--- src/rtl/noise_seq_pkg.sv ---
// Shared types and constants for the noise-channel step sequencer.
//   state_t      : sequencer FSM states
//   step_entry_t : one step-table record, five register bytes plus duration
package noise_seq_pkg;

    localparam int NSTEPS_MAX = 16;
    localparam int DUR_W      = 8;

    typedef enum logic [1:0] {
        IDLE,
        LOAD,
        APPLY,
        PLAY
    } state_t;

    // reg_0 occupies the MSBs, matching the host write word layout
    typedef struct packed {
        logic [7:0]       reg_0;
        logic [7:0]       reg_1;
        logic [7:0]       reg_2;
        logic [7:0]       reg_3;
        logic [7:0]       reg_4;
        logic [DUR_W-1:0] dur;
    } step_entry_t;

endpackage

--- src/rtl/seq_step_ram.sv ---
// Step table: NSTEPS x 48-bit single-port register array.
//   i_clk   : clock
//   i_we    : write enable (write i_wdata to entry i_addr on the edge)
//   i_re    : read enable (capture entry i_addr into o_rdata on the edge)
//   i_addr  : shared read/write address
//   i_wdata : write word
//   o_rdata : registered read word
// Contents are intentionally not reset.
module seq_step_ram #(
    parameter int NSTEPS = 16
) (
    input  logic                      i_clk,
    input  logic                      i_we,
    input  logic                      i_re,
    input  logic [$clog2(NSTEPS)-1:0] i_addr,
    input  logic [47:0]               i_wdata,
    output logic [47:0]               o_rdata
);

    logic [47:0] r_mem [NSTEPS];
    logic [47:0] r_rdata;

    always_ff @(posedge i_clk) begin
        if (i_we) r_mem[i_addr] <= i_wdata;
        if (i_re) r_rdata <= r_mem[i_addr];
    end

    assign o_rdata = r_rdata;

endmodule

--- src/rtl/noise_seq_ctrl.sv ---
// Noise-channel step sequencer: plays a table of register settings, each
// held for dur+1 ticks of the 8 kHz envelope strobe.
//   clk_50mhz, reset       : clock, synchronous active-high reset
//   tick_8khz              : envelope time-base strobe
//   wr_valid/wr_ready      : host step-table write handshake
//   wr_addr, wr_data       : step index and {reg_0..reg_4, dur} word
//   start, stop            : playback control pulses (stop dominates)
//   loop_en, last_step     : sequence length and wrap behaviour
//   reg_0..reg_4           : register bytes to the noise channel
//   step_idx, busy         : playback status
//   step_strobe, done      : new-step and sequence-complete pulses
module noise_seq_ctrl
    import noise_seq_pkg::*;
#(
    parameter int NSTEPS = 16
) (
    input  logic        clk_50mhz,
    input  logic        reset,
    input  logic        tick_8khz,
    input  logic        wr_valid,
    output logic        wr_ready,
    input  logic [3:0]  wr_addr,
    input  logic [47:0] wr_data,
    input  logic        start,
    input  logic        stop,
    input  logic        loop_en,
    input  logic [3:0]  last_step,
    output logic [7:0]  reg_0,
    output logic [7:0]  reg_1,
    output logic [7:0]  reg_2,
    output logic [7:0]  reg_3,
    output logic [7:0]  reg_4,
    output logic [3:0]  step_idx,
    output logic        busy,
    output logic        step_strobe,
    output logic        done
);

    localparam int AW = $clog2(NSTEPS);

    state_t             r_state;
    state_t             w_next;
    logic [3:0]         r_step;
    logic [3:0]         w_step_next;
    step_entry_t        r_cur;      // held registers plus the dur latch
    logic [DUR_W-1:0]   r_tick;
    logic [3:0]         w_last;
    logic               w_end;
    logic               w_we;
    logic [AW-1:0]      w_addr;
    logic [47:0]        w_rdata;
    step_entry_t        w_rd;
    step_entry_t        w_show;
    logic               w_unused_addr;

    // Only the low address bits select an entry
    assign w_unused_addr = ^wr_addr;

    // Single port: LOAD owns the address, host writes use it otherwise
    assign w_we   = wr_valid && wr_ready && !reset;
    assign w_addr = (r_state == LOAD) ? r_step[AW-1:0] : wr_addr[AW-1:0];

    seq_step_ram #(.NSTEPS(NSTEPS)) u_ram (
        .i_clk   (clk_50mhz),
        .i_we    (w_we),
        .i_re    (r_state == LOAD),
        .i_addr  (w_addr),
        .i_wdata (wr_data),
        .o_rdata (w_rdata)
    );

    assign w_rd = step_entry_t'(w_rdata);

    always_comb begin
        w_last      = ({1'b0, last_step} >= 5'(NSTEPS)) ? 4'(NSTEPS - 1) : last_step;
        w_end       = (r_state == PLAY) && tick_8khz && (r_tick == r_cur.dur);
        w_next      = r_state;
        w_step_next = r_step;
        done        = 1'b0;
        if (stop) begin
            w_next      = IDLE;
            w_step_next = '0;
        end else if (start) begin
            w_next      = LOAD;
            w_step_next = '0;
        end else begin
            case (r_state)
                LOAD:  w_next = APPLY;
                APPLY: w_next = PLAY;
                PLAY: begin
                    if (w_end) begin
                        if (r_step != w_last) begin
                            w_step_next = r_step + 4'd1;
                            w_next      = LOAD;
                        end else if (loop_en) begin
                            w_step_next = '0;
                            w_next      = LOAD;
                        end else begin
                            w_next = IDLE;
                            done   = !reset;
                        end
                    end
                end
                default: ;
            endcase
        end
    end

    // In APPLY the freshly read entry is shown directly so the new values
    // appear together with step_strobe; it is latched into r_cur at the edge.
    always_comb begin
        wr_ready    = (r_state != LOAD);
        busy        = (r_state != IDLE);
        step_strobe = (r_state == APPLY);
        step_idx    = r_step;
        w_show      = step_strobe ? w_rd : r_cur;
        reg_0       = w_show.reg_0;
        reg_1       = w_show.reg_1;
        reg_2       = w_show.reg_2;
        reg_3       = w_show.reg_3;
        reg_4       = w_show.reg_4;
    end

    always_ff @(posedge clk_50mhz) begin
        if (reset) begin
            r_state <= IDLE;
            r_step  <= '0;
            r_cur   <= '0;
            r_tick  <= '0;
        end else begin
            r_state <= w_next;
            r_step  <= w_step_next;
            if (stop) begin
                r_cur.reg_0 <= '0;
            end else if (r_state == APPLY) begin
                r_cur <= w_rd;
            end
            if (r_state == APPLY) begin
                r_tick <= '0;
            end else if ((r_state == PLAY) && tick_8khz && !w_end) begin
                r_tick <= r_tick + 1'b1;
            end
        end
    end

endmodule
--- config.mk ---
export PLATFORM = sky130hd
export DESIGN_NAME = noise_seq_ctrl
export DESIGN_NICKNAME = d
export VERILOG_FILES = /design/src/rtl/noise_seq_pkg.sv /design/src/rtl/seq_step_ram.sv /design/src/rtl/noise_seq_ctrl.sv
export SDC_FILE = /design/constraint.sdc
export NUM_CORES = 1
export LEC_CHECK = 0
export CAP_MARGIN = 20
export CORE_ASPECT_RATIO = 1.2
export CORE_MARGIN = 2
export CORE_UTILIZATION = 55
export DETAILED_ROUTE_END_ITERATION = 12
export GPL_ROUTABILITY_DRIVEN = 0
export PLACE_DENSITY_LB_ADDON = 0.05
export SYNTH_ARGS = -nofsm -noshare
export SYNTH_HDL_FRONTEND = slang
export SYNTH_SLANG_ARGS = --single-unit
export TNS_END_PERCENT = 50
--- constraint.sdc ---
create_clock -name clk_50mhz -period 6.7 [get_ports clk_50mhz]
set_clock_uncertainty 0.1 [all_clocks]
set_input_delay 2.01 -clock clk_50mhz [delete_from_list [all_inputs] [get_ports clk_50mhz]]
set_output_delay 2.01 -clock clk_50mhz [all_outputs]
set_load 0.02 [all_outputs]
==> results of run 1 <==
layout by cell type, fill, tap and decap left out, drive strengths merged, types with 3 or more instances in the layout:
cell	netlist	layout
edfxtp	816	816
a22oi	384	384
a21oi	241	241
clkbuf	87	111
clkdlybuf4s50	0	109
nand2	87	87
dfxtp	62	62
buf	42	53
or4	48	48
mux2	40	40
clkinv	0	22
nor2	16	16
bufinv	0	13
xor2	12	12
nor2b	12	12
inv	4	10
nor3b	9	9
and3	6	6
nand3	6	6
nor3	6	6
or3	4	4
xnor2	4	4
mux2i	4	4
or2	3	3
o21ai	3	3
clkinvlp	0	3
nand2b	3	3
nor4	3	3
a31oi	3	3
per-layer routing:
| layer | up-vias | global-route usage [%] | part of all wire [%] | wire length [µm] |
|---|---|---|---|---|
| li1 | 8058 | - | - | - |
| met1 | 9599 | 36.3 | 41 | 33300 |
| met2 | 702 | 46.2 | 51 | 41100 |
| met3 | 109 | 3.72 | 6.1 | 4960 |
| met4 | 8 | 7.23 | 2.0 | 1640 |
| met5 | - | 0 | 0.063 | 51 |
power breakdown:
part           internal (mW)  switching, mW
clock                   2.96           1.99
combinational          0.162          0.355
sequential              6.04         0.0158
total                   9.16           2.37
cell type report:
class / instances / share of cell area (%)
timing repair buffer: 162 / 4.33
clock inverter: 44 / 1.56
sequential: 878 / 68.7
clock buffer: 111 / 6.20
tap: 742 / 2.48
multi-input combinational: 917 / 16.7
inverter: 4 / 0.0467
antenna: 2 / 0.0133
worst paths after layout:
kind / end / slack [ns] / depth (start not counted)
max: done / 0.55 / 6
min: r_cur[39] / 0.35 / 2
max reg2reg: u_ram.o_rdata[15] / 2.28 / 8
min reg2reg: r_cur[39] / 0.35 / 2
per-stage QoR:
step	power, mW	worst slack (ns)	instances	hold slack, ns	TNS [ns]
after floorplan	6.44	-0.314	1928	0.334	-60.38
after global placement	6.68	0.595	2702	0.339	0
after detailed placement	6.69	0.578	2702	0.345	0
after CTS	11.6	0.566	2857	0.355	0
after global routing	11.8	0.416	2859	0.369	0
final	11.5	0.555	2860	0.351	0
sequential cells by signal (all words and copies together) (netlist names):
signal         cells
u_ram.o_rdata     48
step_idx           4
r_state            2
u_ram.r_mem      768
r_tick             8
r_cur             48
cells by family (layout without fill, tap and decap cells):
family                   after synthesis  count (layout)  share of synthesized area (%)
AO/OA/AOI/OAI                        641             641                           13.0
XOR/XNOR                              16              16                          0.433
adder cells (fa/ha/maj)                2               2                         0.0773
buffers and inverters                133             321                           1.82
flip-flops                           878             878                           79.5
multiplexers                          44              44                           1.51
other                                  0               2                              0
AND/OR/NAND/NOR                      214             214                           3.63
worst max-delay path, stage by stage:
cell and delay (ns):
clkdlybuf4s50_1 0.41, xor2_1 0.14, nor4_1 0.37, nor2b_1 0.31, and3_1 0.19, clkdlybuf4s50_1 0.60
==> flow_summary.yaml, run 1 <==
status:
  status: "finished, final reports clean"
synthesis:
  synth_seq_cells: 878
  synth-main-ff-cell: "edfxtp_1"
  synth_area_leader_cell: "edfxtp_1"
  syn_inst: 1928
  synthTopCellsByArea: "edfxtp_1 (76%), a22oi_1 (8.9%), dfxtp_1 (3.8%)"
  yosysTopAreaCellShare_pct: 75.7
  synth_area_um2: 32400
  ys_seq_area_share_pct: 79.5
  synth_area_per_cell_um2: 16.8
  synthArstFlopShare_pct: 0
  synth_edf_count: 816
  synth.most_common_cell: "edfxtp_1"
  yosys_warnings: 0
  syn_nets: 1993
  ys_types: 48
  yosys-top-cells-count: "edfxtp_1 (816), a22oi_1 (384), a21oi_1 (241), clkbuf_1 (87), nand2_1 (87)"
clocking:
  cts_resized: 0
  cts_made_buffers: 83
  cts_max_level: 3
  clkTransAtPathRegs_ns: 0.06
  tritoncts: "built"
  postCtsHoldBufs: 0
  clk_latency_ns: 0.63
  postCtsSetupBuffers: 0
  root_buffer: "clkbuf_16"
  cts.sinks: 878
  clockBufferDepth: 3
setup_path:
  worstPathArrival_ns: 4.04
  cp-end-kind: "output port"
  cp_max_fo: 5
  crit_type: "primary input to output port"
  timing.rr.start: "r_state[0]"
  critical_path_required_ns: 4.59
  critPathLaunchType: "primary input"
  startpoint: "last_step[1]"
sta:
  hold_violations: 0
  final.min_clock_period_ns: 6.15
  drv_slew: 0
  setup_violations: 0
  worst_pin_slew_ns: 1.08
  fmax_ghz: 0.163
  grt_setup_unrepaired: "no"
  slew_headroom_pct: 28.3
  fin_crit_sh_pct: 91.7
floorplanning:
  io_pins: 111
  die_h_um: 270
  row_count: 97
  core_area_um2: 58300
  die_w_um: 226
  die-area_um2: 60800
  start_util_pct: 55.6
global_route:
  grt_pass1_wl_mm: 120
  grt_max_degree: 144
  grt_pass1_vias: 18500
  antenna_found_initial: 5
  gr-total-overflow: 0
  grtUsageTotal_pct: 26.9
power_and_ir_drop:
  powerDensity_nw_per_um2: 307
  ir_worst_vdd_v: 0.000193
  p_leak_nw: 11.8
routing:
  route.detailed.drc: 0
  antenna_left: 0
  vias: 18500
  first_pass_iters: 6
  dr.first_iter.drc_count: 1824
  avgRoutedWirePerCell_um: 28.4
  totalWireLength_mm: 81.1
  vias_per_cell: 6.46
place:
  placed_cell_area_um2: 34600
  dp_hpwl_mm: 38.8
  io_buffers: 110
finish:
  fillers: 4153
  fin_area_um2: 37500
  finalNetCount: 2111
  final_util_pct: 64.4
  multi_input_area_um2: 6270
  final_layout_size_suffix_gt1_share_pct: 12.2
  areaGrowthSynthToFinish_pct: 15.8
  seq_area_um2: 25700
hold_path:
  hold_start: "r_cur[39]"
  hp-class: "register to register"
run:
  cap_violations: 0
(Power assumes the default switching activity.)
==> run 2, diff against run 1 <==
--- a/config.mk
+++ b/config.mk
@@ -12,6 +12,7 @@
 export DETAILED_ROUTE_END_ITERATION = 12
 export GPL_ROUTABILITY_DRIVEN = 0
 export PLACE_DENSITY_LB_ADDON = 0.05
+export SLEW_MARGIN = 25
 export SYNTH_ARGS = -nofsm -noshare
 export SYNTH_HDL_FRONTEND = slang
 export SYNTH_SLANG_ARGS = --single-unit
==> constraint.sdc (replaced) <==
create_clock -name clk_50mhz -period 7 [get_ports clk_50mhz]
set_clock_uncertainty 0.1 [all_clocks]
set_input_delay 2.1 -clock clk_50mhz [delete_from_list [all_inputs] [get_ports clk_50mhz]]
set_output_delay 2.1 -clock clk_50mhz [all_outputs]
set_load 0.02 [all_outputs]
==> run 2 against run 1 <==
  * Core utilization barely moved
  * Clock power fell by 5.1%
  * Wire length fell by 0.45%
  * Worst setup slack improved by 0.012 ns
  * Hold slack improved by 0.0017 ns
  * Die area did not move
  * Combinational power fell by 4.8%
  * Global-route usage fell by 0.30 points
  * Register-to-register slack improved by 0.37 ns
  * Cell area barely moved
==> flow_summary.yaml, run 2 (synthesized netlist as in run 1, its figures left out) <==
status:
  status: "finished, final reports clean"
clocking:
  clockBufferDepth: 3
  cts.sinks: 878
  clkTransAtPathRegs_ns: 0.06
  cts_made_buffers: 85
  root_buffer: "clkbuf_16"
  clk_latency_ns: 0.63
  postCtsSetupBuffers: 0
  tritoncts: "built"
  postCtsHoldBufs: 0
  cts_resized: 0
  cts_max_level: 3
finish:
  largest_reg_flops: 768
  top_register: "u_ram.r_mem"
  fin_area_um2: 37500
  final_cell_mix: "edfxtp_1 (816), a22oi_1 (384), a21oi_1 (239)"
  final_util_pct: 64.3
  areaGrowthSynthToFinish_pct: 15.7
  final_common_cell: "edfxtp_1"
  finalNetCount: 2112
  final_layout_size_suffix_gt1_share_pct: 12.0
  fillers: 4150
global_route:
  gr-total-overflow: 0
  grt_max_degree: 161
  grt_pass1_wl_mm: 118
  antenna_found_initial: 5
  grtUsageTotal_pct: 26.6
  grt_pass1_vias: 18300
routing:
  first_pass_iters: 5
  totalWireLength_mm: 80.7
  dr.first_iter.drc_count: 1842
  vias_per_cell: 6.46
  avgRoutedWirePerCell_um: 28.2
  route.detailed.drc: 0
  vias: 18500
  antenna_left: 0
floorplanning:
  core_area_um2: 58300
  io_pins: 111
  die_h_um: 270
  start_util_pct: 55.6
  die_w_um: 226
  row_count: 97
  die-area_um2: 60800
setup_path:
  cp-end-kind: "output port"
  crit_type: "primary input to output port"
  critPathLaunchType: "primary input"
  critical_path_required_ns: 4.80
  worstPathArrival_ns: 4.23
  cp_max_fo: 7
place:
  dp_hpwl_mm: 38.7
  placed_cell_area_um2: 34600
  place_ws_ns: 0.566
  io_buffers: 110
sta:
  drv_slew: 0
  grt_setup_unrepaired: "no"
  final.min_clock_period_ns: 6.43
  worst_pin_slew_ns: 1.08
  fmax_ghz: 0.155
  hold_violations: 0
  setup_violations: 0
  fin_ws_ns: 0.567
  fin_crit_sh_pct: 91.9
  slew_headroom_pct: 27.9
power_and_ir_drop:
  ir_worst_vdd_v: 0.000246
  powerDensity_nw_per_um2: 293
  p_leak_nw: 11.8
hold_path:
  hp-class: "register to register"
run:
  cap_violations: 0
## run 2: cell types whose count changed in the layout (fill, tap and decap cells not counted), moves of 3 or more
cell and delta:
clkinv_1 -3, clkbuf_8 -4, clkinv_2 +3, clkbuf_16 +4
clkbuf_1 +10, inv_6 -4
## run 2: through the flow
stage          total power [mW]  cells  hold WS (ns)  setup TNS [ns]
2_1_floorplan              6.17   1928         0.334          -20.06
4_1_cts                    11.1   2861         0.355               0
3_3_place_gp               6.39   2702         0.339               0
5_1_grt                    11.3   2862         0.366               0
6_report                   11.0   2863         0.353               0
3_5_place_dp               6.40   2702         0.346               0
## run 2: power by group
group          internal [mW]  switching [mW]  leakage (nW)  total [mW]
clock network           2.81            1.89          1.41        4.70
registers               5.79          0.0153          7.86        5.80
logic                  0.153           0.339          2.56       0.492
total                   8.75            2.24          11.8        11.0
## run 2: final cells by class
type	count	area [µm²]	area share, %
Sequential cell	878	25700	68.7
Clock buffer	121	2410	6.42
Clock inverter	38	498	1.33
Tap cell	742	928	2.48
Antenna cell	2	5.00	0.0134
Inverter	4	17.5	0.0467
Multi-Input combinational cell	917	6270	16.7
Timing Repair Buffer	161	1610	4.29
## run 2: per-layer routing
layer,part of all wire [%],GRT usage [%]
met2,50,44.4
met4,2.4,8.38
met3,6.8,3.87
met1,41,36.4
met5,0.037,0
## run 2: final timing paths
path	slack [ns]	depth (start not counted)	from	end
setup / recovery	0.57	7	last_step[1]	done
hold / removal	0.35	2	r_cur[14]	r_cur[14]
setup reg to reg	2.65	6	r_state[0]	u_ram.r_mem[2][16]
hold reg to reg	0.35	2	r_cur[14]	r_cur[14]
## run 2: critical path, stage by stage
cell and delay, ns:
clkdlybuf4s50_1 0.42, xor2_1 0.15, nor4_1 0.30, buf_4 0.20, nor2b_1 0.26, and3_1 0.19
clkdlybuf4s50_1 0.61
==> variant 1: new RTL, flow settings as in run 2 <==
`NSTEPS` is set to 16 in 2 places; all go to 8.
--- a/src/rtl/seq_step_ram.sv
+++ b/src/rtl/seq_step_ram.sv
@@ -7,7 +7,7 @@
 //   o_rdata : registered read word
 // Contents are intentionally not reset.
 module seq_step_ram #(
-    parameter int NSTEPS = 16
+    parameter int NSTEPS = 8
 ) (
     input  logic                      i_clk,
     input  logic                      i_we,
--- a/src/rtl/noise_seq_ctrl.sv
+++ b/src/rtl/noise_seq_ctrl.sv
@@ -12,7 +12,7 @@
 module noise_seq_ctrl
     import noise_seq_pkg::*;
 #(
-    parameter int NSTEPS = 16
+    parameter int NSTEPS = 8
 ) (
     input  logic        clk_50mhz,
     input  logic        reset,
Function: changed (Yosys sat finds a counterexample within 4 cycles, from zero or initial values and one cycle with reset high).
==> variant 1 against run 2 <==
Wire length fell by 45%. Die area fell by 40%. Count of clock-buffer cells in the layout fell by 52. Cell area fell by 40%. Fmax rose by 2.3%. Highest routed layer unchanged. Largest power group unchanged. Non-clock buffer count fell by 15. Synthesized area fell by 41%. Via count fell by 42%. Worst setup slack improved by 140 ps. Sequential cell count fell by 384. Power fell by 44%.
==> variant 1: results (changes against run 2) <==
- Outcome: complete, no violations
- HP Class: register to register
- Number of flip-flops in the largest register: 384 (-50%)
- Sequential fraction of the synthesis area: 0.7399 (-0.05501)
- First-pass GRT wire length: 66.58 mm (-44%)
- P_leak: 0.007369 uW (-38%)
- Pin count of the biggest net entering global routing: 54 (-66%)
- Routed vias: 10.65k (-42%)
- Yosys synthesis warning count: 0 (unchanged)
- Worst Path Max Fanout: 4 (-3)
- Dpl ws: 704.3 ps (+138.1 ps)
- Initial antenna violation count: 2 (-3)
- Worst-Skew Late Latency: 560 ps (-70 ps)
- Critical Path AT: 4090 ps (-140 ps)
- 1st-iter DRT viols: 919 (-50%)
- Max VDD drop: 0.1785 mV (-28%)
- Top post-synthesis cells by area: edfxtp_1 68%, dfxtp_1 6.5%, mux2_2 4.7%
- GRT Total Usage: 0.2462 (-0.01993)
- Net Sw Frac: 0.2023 (-0.001690)
- Drt total wl: 44.37 mm (-45%)
- Clock transition at path regs: 60 ps (about the same)
- Port Buffers: 109 (-0.91%)
- Post-synth EDFFs: 432 (-47%)
- Post-CTS Resized: 0 (unchanged)
- Ys async rst share: 0 (unchanged)
- H-tree depth: 2 (-1)
- Fin nets: 1325 (-37%)
- Ant diodes: 0 (-2)
- CTS buffer count: 47 (-45%)
- Share of cells above drive strength 1: 0.1980 (+0.07813)
- Mapped Nets: 1204 (-40%)
- Placement Cell Area: 20900 um2 (-40%)
- Worst path max stage delay: 640 ps (+30 ps)
- Slew HR: 0.3639 (+0.08524)
- Hpwl dp: 24.44 mm (-37%)
- Synth unique cells: 49 (+2.1%)
- Top cells by count, synth: 432 x edfxtp_1, 90 x nand2_1, 80 x mux2_2
[variant 1: cell count changes in the layout (fill, tap and decap cells not counted), moves of 11 or more]
cell,before,now
mux2_2,40,80
a21oi_1,239,42
clkbuf_1,26,15
mux2i_1,3,37
clkbuf_16,89,49
or4_1,48,1
o21ai_1,0,19
o22ai_1,0,22
mux2_4,0,38
mux2_1,0,13
edfxtp_1,816,432
a22oi_1,384,22
a32oi_1,0,19
a221oi_1,0,78
[variant 1: worst min-delay path, stage by stage, from the launching register on]
cell and delay [ps]:
dfxtp_1 300, nand2_1 50, a21oi_1 50
[variant 1: cells by family (layout without fill, tap and decap cells)]
kind of cell	count (synthesis)	count (layout)	share of synthesized area
simple gates	157	157	0.03895
flops	494	494	0.7399
mux	173	173	0.1081
compound gates	220	220	0.08474
xor+xnor	16	16	0.007295
fa+ha+maj	2	2	0.001302
buf+inv	77	236	0.01974
[variant 1: power groups by stage]
| stage | clock network (uW) | logic, uW | registers [uW] |
|---|---|---|---|
| 6_report | 2590 | 354 | 3260 |
| 3_5_place_dp | 0 | 355 | 3330 |
| 4_1_cts | 2630 | 357 | 3260 |
| 3_3_place_gp | 0 | 352 | 3320 |
| 5_1_grt | 2740 | 380 | 3270 |
| 2_1_floorplan | 0 | 200 | 3330 |
[variant 1: metrics by stage]
| stage | instances | power, uW | utilization |
|---|---|---|---|
| floorplan | 1139 | 3525 | - |
| global placement | 1673 | 3677 | 0.6021 |
| detailed placement | 1673 | 3681 | 0.6021 |
| CTS | 1760 | 6251 | 0.6479 |
| global route | 1760 | 6386 | 0.6481 |
| finish | 1760 | 6203 | 0.6481 |
[variant 1: final cells by class]
cell class | count | area [um2]
Multi-Input combinational cell | 568 | 4730
Inverter | 3 | 11.26
Clock buffer | 69 | 1351
Timing Repair Buffer | 146 | 1376
Tap cell | 462 | 578.1
Fill cell | 2496 | 12220
Sequential cell | 494 | 14210
Clock inverter | 18 | 241.5
[variant 1: worst paths after layout]
path / startpoint / to / slack (ps) / cells after the start
worst max register to register: r_state[1] / u_ram.r_mem[5][12] / 3500 / 5
worst max-delay path: last_step[3] / done / 710 / 6
worst min register to register: r_cur[11] / r_cur[11] / 350 / 2
worst min-delay path: r_cur[11] / r_cur[11] / 350 / 2
[variant 1: metal layers]
| metal | wire, um | track usage |
|---|---|---|
| met2 | 22060 | 0.4205 |
| met4 | 806 | 0.06351 |
| met1 | 18800 | 0.3312 |
| met5 | 13 | 0 |
| met3 | 2677 | 0.04130 |
==> variant 2: new RTL, settings of run 2 <==
Without the edit above. Reset style: asynchronous (`reset`), changed in one clocked block. Comments in the files are not updated.
--- a/src/rtl/noise_seq_ctrl.sv
+++ b/src/rtl/noise_seq_ctrl.sv
@@ -121,7 +121,7 @@
         reg_4       = w_show.reg_4;
     end
 
-    always_ff @(posedge clk_50mhz) begin
+    always_ff @(posedge clk_50mhz or posedge reset) begin
         if (reset) begin
             r_state <= IDLE;
             r_step  <= '0;
Behaviour: differs if reset is asserted again (counterexample within 4 cycles, from zero or initial values and one cycle with reset high); with reset held inactive, the same outputs for 4 cycles.
==> variant 2 against run 2 <==
Global-route usage up 0.28 points. Wire length grew 0.45%. Non-clock buffer count increased by 5. Cell area rose by 0.14%. Power grew 1.4%. Worst setup slack better by 75 ps. Synthesized cell count decreased by 0.62%. Die area up 0.67%. Sequential cell count is the same. Synthesized area rose by 0.68%. Count of clock-buffer cells in the layout is 12 lower. Clock power fell by 7.2%. Hold slack improved by 35 ps. Combinational power is 73% higher.
==> variant 2: results (changes against run 2) <==
- Worst Path Max Fanout: 6 (-1)
- Slew HR: 0.2653 (-0.01330)
- Ys async rst share: 0.07062 (+0.07062)
- Grt met3 use: 0.04029 (+0.001562)
- Routing usage on met1: 0.3709 (+0.006488)
- 1st-iter DRT viols: 2014 (+9.3%)
- Top cells by count, synth: 816 x edfxtp_1, 384 x a22oi_1, 205 x a21oi_1
- Mapped Nets: 1981 (-0.60%)
- Critical Path AT: 4160 ps (-70 ps)
- GRT Total Usage: 0.2689 (+0.002789)
- CTS buffer count: 83 (-2.4%)
- Outcome: complete, no violations
- Pin count of the biggest net entering global routing: 106 (-34%)
- Drt total wl: 81.11 mm (+0.45%)
- Sequential fraction of the synthesis area: 0.7991 (+0.004148)
- Share of cells above drive strength 1: 0.1167 (-0.003170)
- Vias in the first global route: 18.68k (+1.9%)
- Top post-synthesis cells by area: edfxtp_1 75%, a22oi_1 8.8%, dfrtp_1 4.8%
- First-pass GRT wire length: 120.2 mm (+1.6%)
- Met2 Use GR: 0.4435 (-0.0005446)
- Routed vias: 18.41k (-0.49%)
- Max VDD drop: 0.2232 mV (-9.4%)
- DR pass1 iterations: 6 (+1)
- Dpl ws: 659.8 ps (+93.60 ps)
- Synth unique cells: 45 (-6.3%)
- Fin nets: 2107 (-0.24%)
- Initial antenna violation count: 3 (-2)
- Hpwl dp: 39.91 mm (+3.2%)
variant 2: cell count changes after synthesis, moves of 5 or more:
cell	run 2	this run
a21oi_1	241	205
buf_2	33	40
buf_6	6	11
clkbuf_1	87	66
dfrtp_1	0	62
dfxtp_1	62	0
nand2_1	87	130
nor2_1	16	10
nor2b_1	12	1
o211ai_1	1	6
variant 2: cell type report:
cell class                      instances  area, um2  area share
Clock buffer                          109       2310     0.06154
Timing Repair Buffer                  166       1707     0.04547
Inverter                                7      30.03   0.0008001
Clock inverter                         42      326.6    0.008701
Antenna cell                            3      7.507   0.0002000
Multi-Input combinational cell        906       6107      0.1627
Tap cell                              792      991.0     0.02640
Sequential cell                       878      26060      0.6942
variant 2: through the flow:
stage / util / cells / power [uW] / cell area [um2] / hold WS (ps)
5_1_grt: 0.6416 / 2902 / 11500 / 37530 / 406.1
2_1_floorplan: - / 1916 / 6494 / 32610 / 353.9
3_3_place_gp: 0.5952 / 2746 / 6873 / 34820 / 364.9
3_5_place_dp: 0.5959 / 2748 / 6894 / 34860 / 370.2
6_report: 0.6416 / 2903 / 11150 / 37530 / 388.1
4_1_cts: 0.6410 / 2899 / 11210 / 37500 / 392.9
variant 2: critical path, stage by stage:
cell             delay, ps
clkdlybuf4s50_1        470
xnor2_1                120
nand4_1                270
or2_2                  370
nor4_1                 180
clkdlybuf4s50_1        650
variant 2: kinds of logic (layout without fill, tap and decap cells):
family,after synthesis,in the layout,share of synthesized area
DFF,878,878,0.7991
AOI/OAI and AO/OA,611,611,0.1250
and+or+nand+nor,235,235,0.03688
buffers and inverters,132,324,0.01946
muxes,45,45,0.01535
xor gates and xnor gates,13,13,0.003492
adders and majority gates,2,2,0.0007673
other,0,3,0
variant 2: per-layer routing:
layer  part of all wire  vias to the layer above  wire [um]
li1                   -                     8031          -
met1               0.41                     9553      33460
met2               0.50                      706      40550
met3              0.063                      124       5101
met4              0.025                        0       1992
met5                  0                        -          0
variant 2: where the power goes:
group | total, uW | switching (uW) | internal, uW
combinational | 853 | 524 | 329
sequential | 5930 | 61.4 | 5870
clock | 4360 | 1860 | 2500
total | 11100 | 2440 | 8700
variant 2: final timing paths:
path | slack (ps) | startpoint | depth (start not counted) | endpoint
worst max register to register | 2380 | r_state[1] | 8 | u_ram.o_rdata[1]
worst min-delay path | 390 | u_ram.o_rdata[2] | 1 | r_cur[2]
worst min register to register | 390 | u_ram.o_rdata[2] | 1 | r_cur[2]
worst max-delay path | 640 | last_step[0] | 6 | done
max in group asynchronous | 3980 | reset | 4 | r_cur[19]
min in group asynchronous | 1820 | reset | 3 | r_state[0]
